## config.mk

```make
export PLATFORM = sky130hd
export DESIGN_NAME = prng_lfsr_gen
export DESIGN_NICKNAME = d
export VERILOG_FILES = /design/src/rtl/prng_pkg.sv /design/src/rtl/lfsr_step.sv /design/src/rtl/prng_lfsr_gen.sv
export SDC_FILE = /design/constraint.sdc
export NUM_CORES = 1
export LEC_CHECK = 0
export BUFFER_PORTS_ARGS = -buffer_cell sky130_fd_sc_hd__buf_2
export CORE_UTILIZATION = 52
export DETAILED_ROUTE_END_ITERATION = 7
export GPL_ROUTABILITY_DRIVEN = 0
export PLACE_DENSITY = 0.78
export REMOVE_ABC_BUFFERS = 1
export SYNTH_ARGS = -nofsm -noshare
export SYNTH_HDL_FRONTEND = slang
export SYNTH_SLANG_ARGS = --single-unit
```

## constraint.sdc

```tcl
create_clock -name clk -period 2.2 [get_ports clk]
set_input_delay 0.11 -clock clk [delete_from_list [all_inputs] [get_ports clk]]
set_output_delay 0.11 -clock clk [all_outputs]
set_load 0.03 [all_outputs]
```

## src/rtl/prng_pkg.sv

```systemverilog
// prng_pkg: shared LFSR constants, maximal-length Galois masks and next-state function
package prng_pkg;
  localparam logic [15:0] DEF_TAPS = 16'hB400;
  localparam logic [15:0] DEF_SEED = 16'hACE1;
  function automatic logic [31:0] max_taps(input int w);
    case (w)
      4:  return 32'h9;
      5:  return 32'h12;
      6:  return 32'h21;
      7:  return 32'h41;
      8:  return 32'h8E;
      9:  return 32'h108;
      10: return 32'h204;
      11: return 32'h402;
      12: return 32'h829;
      13: return 32'h100D;
      14: return 32'h2015;
      15: return 32'h4001;
      16: return 32'hB400;
      17: return 32'h10004;
      18: return 32'h20040;
      19: return 32'h40023;
      20: return 32'h80004;
      21: return 32'h100002;
      22: return 32'h200001;
      23: return 32'h400010;
      24: return 32'h80000D;
      25: return 32'h1000004;
      26: return 32'h2000023;
      27: return 32'h4000013;
      28: return 32'h8000004;
      29: return 32'h10000002;
      30: return 32'h20000029;
      31: return 32'h40000004;
      32: return 32'h80000057;
      default: return 32'h0;
    endcase
  endfunction
  function automatic logic [31:0] galois_next(input logic [31:0] s, input logic [31:0] taps);
    return (s >> 1) ^ (s[0] ? taps : 32'd0);
  endfunction
endpackage

```

## src/rtl/lfsr_step.sv

```systemverilog
// lfsr_step: combinational right-shift Galois next state
module lfsr_step
  import prng_pkg::*;
#(
  parameter int WIDTH = 16,
  parameter logic [WIDTH-1:0] TAPS = WIDTH'(DEF_TAPS)
) (
  input  logic [WIDTH-1:0] state,
  output logic [WIDTH-1:0] next
);
  assign next = WIDTH'(galois_next(32'(state), 32'(TAPS)));
endmodule

```

## src/rtl/prng_lfsr_gen.sv

```systemverilog
// prng_lfsr_gen: Galois LFSR word generator with valid/ready output, seed load and wrap detect
module prng_lfsr_gen
  import prng_pkg::*;
#(
  parameter int WIDTH = 16,
  parameter logic [WIDTH-1:0] TAPS = WIDTH'(DEF_TAPS),
  parameter logic [WIDTH-1:0] SEED = WIDTH'(DEF_SEED),
  parameter int OUT_W = 8
) (
  input  logic             clk,
  input  logic             rst_n,
  input  logic             en,
  input  logic             seed_load,
  input  logic [WIDTH-1:0] seed_in,
  input  logic             out_ready,
  output logic             out_valid,
  output logic [OUT_W-1:0] out_data,
  output logic [WIDTH-1:0] state_out,
  output logic [WIDTH-1:0] step_cnt,
  output logic             wrap
);
  logic [WIDTH-1:0] state, seed_reg, next, ld;
  logic adv, hit;
  lfsr_step #(.WIDTH(WIDTH), .TAPS(TAPS)) u_step (.state(state), .next(next));
  assign adv = en & ~seed_load & (~out_valid | out_ready);
  assign hit = next == seed_reg;
  // a zero seed would lock the LFSR, so fall back to SEED
  assign ld = seed_in == '0 ? SEED : seed_in;
  assign out_data = state[OUT_W-1:0];
  assign state_out = state;
  always_ff @(posedge clk) begin
    if (!rst_n) begin
      state <= SEED;
      seed_reg <= SEED;
      out_valid <= 1'b0;
      step_cnt <= '0;
      wrap <= 1'b0;
    end else if (seed_load) begin
      state <= ld;
      seed_reg <= ld;
      out_valid <= 1'b0;
      step_cnt <= '0;
      wrap <= 1'b0;
    end else begin
      wrap <= adv & hit;
      if (adv) begin
        state <= next;
        out_valid <= 1'b1;
        step_cnt <= hit ? '0 : step_cnt + WIDTH'(1);
      end else if (out_valid & out_ready) begin
        out_valid <= 1'b0;
      end
    end
  end
endmodule

```

==> out/qor.yml <==
global_route:
  antenna_found_initial: 0
  grt_max_degree: 24
  grt_usage_pct: 22.4
  overflow: 0
  grt_pass1_wl_mm: 8.68
  grt_pass1_vias: 1870
clock_tree:
  ctsHoldBuffers: 0
  cts.repair.resized: 0
  cts_root_buf: "clkbuf_8"
  cts_tree: "done"
  cts_buffers: 5
  clk_pin_slew_worst_paths_ps: 90
  clock_path_buffers: 2
  htreeDepth: 2
  post-cts-setup-buffers: 0
  worstSkewPairLatency_ps: 300
  clkSinkCount: 50
setup_path:
  path_max_fanout: 10
  path_class: "register to register"
  rr_worst_depth: 6
  cp-start-kind: "register"
  rrSetupSlack_ps: 280
  critPathRequiredTime_ps: 2390
  r2r_start: "state_out[0]"
  critPathArrivalTime_ps: 2110
  endpoint_kind: "register"
  reg2reg_to: "step_cnt[8]"
outcome:
  status: "completed"
synth:
  synth.distinct_cells: 34
  synth_ff_type: "dfxtp_1"
  ys_seq_elements: 50
  post_synth.cell_area_avg_sq_um: 8.90
  ys_warn_count: 0
  async_flop_share_pct: 0
  seq_area_frac_synth_pct: 42.0
  synthCells: 268
  synth-edff-count: 0
  synth_area_sq_um: 2390
cells_and_area:
  nets: 341
  fillerInstances: 395
  final_cell_mix: "62 x buf_2, 50 x dfxtp_1, 29 x nand2_1"
  diodes: 0
  drive_above_1_share_pct: 26.6
  area_growth_pct: 16.7
  seqCellArea_sq_um: 1000
  fin_area_sq_um: 2780
  multiInputGateArea_sq_um: 1240
  final_common_cell: "buf_2"
min_path:
  hold_class: "input pin to register"
  worstHoldPathCells: 3
  min_from: "seed_in[5]"
  whs_endpoint: "seed_reg[5]"
detailed_routing:
  viasPerCell: 5.56
  drt-pass1-iter-count: 4
  num_vias: 2061
  post_drt_wl_per_cell_um: 14.2
  postRouteAntennaNets: 0
  drt_iter0_markers: 97
  finalWirelength_mm: 5.28
  drc: 0
sta:
  drv_slew: 0
  final_hold_viol_count: 0
  max_freq_ghz: 0.521
  worst_slew_pin_slew_ps: 861
  tns_ps: 0
  finalCritPeriodShare_pct: 87.3
  setup_viol: 0
  relSlewSlack_pct: 42.2
  finClkSkew_ps: 6.54
  rsz0062_at_grt: "no"
  fin_crit_ps: 1920
die:
  die_h_um: 69.7
  io_pins: 63
  design.die.area_sq_um: 4860
  start_util_pct: 54.4
  die_x_um: 69.7
  coreArea_sq_um: 4380
  rows: 24
placed_design:
  hpwl_mm: 3.78
  port_buffers: 62
  place_area_sq_um: 2670
pwr:
  vdd_drop_max_uv: 404
  power_mw: 1.96
  p_leak_nw: 1.24
  p_per_area_nw_per_um2: 704
run:
  maxCapViolations: 0
==> logic make-up (layout without fill, tap and decap cells) <==
| kind of cell | Yosys count | count (layout) | share of synthesized area, % |
|---|---|---|---|
| compound gates | 36 | 36 | 11.1 |
| xor+xnor | 34 | 34 | 12.5 |
| fa+ha+maj | 1 | 1 | 0.524 |
| buf+inv | 27 | 78 | 6.13 |
| flops | 50 | 50 | 42.0 |
| mux | 11 | 11 | 4.98 |
| simple gates | 109 | 109 | 22.9 |
==> power breakdown <==
| part | leakage [nW] | switching [mW] | total, mW | internal, mW |
|---|---|---|---|---|
| Clock | 0.0573 | 0.292 | 0.656 | 0.364 |
| Combinational | 0.776 | 0.194 | 0.318 | 0.124 |
| Sequential | 0.411 | 0.0423 | 0.987 | 0.945 |
==> cells in the mapped netlist, types with 5 or more instances <==
cell type,count,area [sq um]
mux2_2,7,78.8
nor2b_1,8,50.1
a21oi_1,6,30.0
xnor2_1,7,61.3
xor2_1,27,236
dfxtp_1,50,1000
nor4_1,6,37.5
o21a_1,6,45.0
nand2_1,29,109
nand4_1,5,31.3
clkbuf_1,11,41.3
o211a_1,5,50.1
o22ai_1,12,75.1
nor3_1,6,30.0
buf_4,9,67.6
nand3_1,20,100
nor2_1,21,78.8
==> critical path: stages (launching register included) <==
cell and delay, ps:
dfxtp_1 550, xor2_1 250, xnor2_1 150, nand3_1 170, o311ai_4 390, buf_4 240, nor2_1 60
==> metrics by stage <==
step | setup slack (ps) | util [%] | hold slack (ps) | cells
final | 279 | 63.5 | 66.3 | 371
after global routing | 95.9 | 63.5 | 64.7 | 371
after CTS | 273 | 63.5 | 61.0 | 371
after detailed placement | 298 | 60.9 | 370 | 364
after global placement | 350 | 60.9 | 369 | 364
after floorplan | 122 | - | 172 | 244
==> area by class of cell <==
type                    count  share of cell area, %
flip-flops and latches     50                   36.0
inverters                   3                  0.404
repair buffers             68                   12.8
multi-input cells         191                   44.5
well taps                  52                   2.34
clock buffers               6                   2.97
clock inverters             1                   1.08
==> routing by layer <==
metal	GRT usage, %	part of all wire [%]	vias up
met2	36.2	47	75
met3	5.96	6.2	9
li1	-	-	1015
met4	6.22	1.4	0
met1	29.6	45	962
met5	0	0	-
==> how the worst max path moves through the flow <==
stage                             from            to  slack [ps]  depth (start not counted)
after floorplan           state_out[7]   step_cnt[1]         120                          5
after global placement    state_out[7]  step_cnt[12]         350                          6
after detailed placement  state_out[0]  step_cnt[12]         300                          6
after CTS                 state_out[0]   step_cnt[5]         270                          6
after global routing      state_out[7]   step_cnt[3]         100                          6
final                     state_out[0]   step_cnt[8]         280                          6
Power figures use the tool's default switching activity.
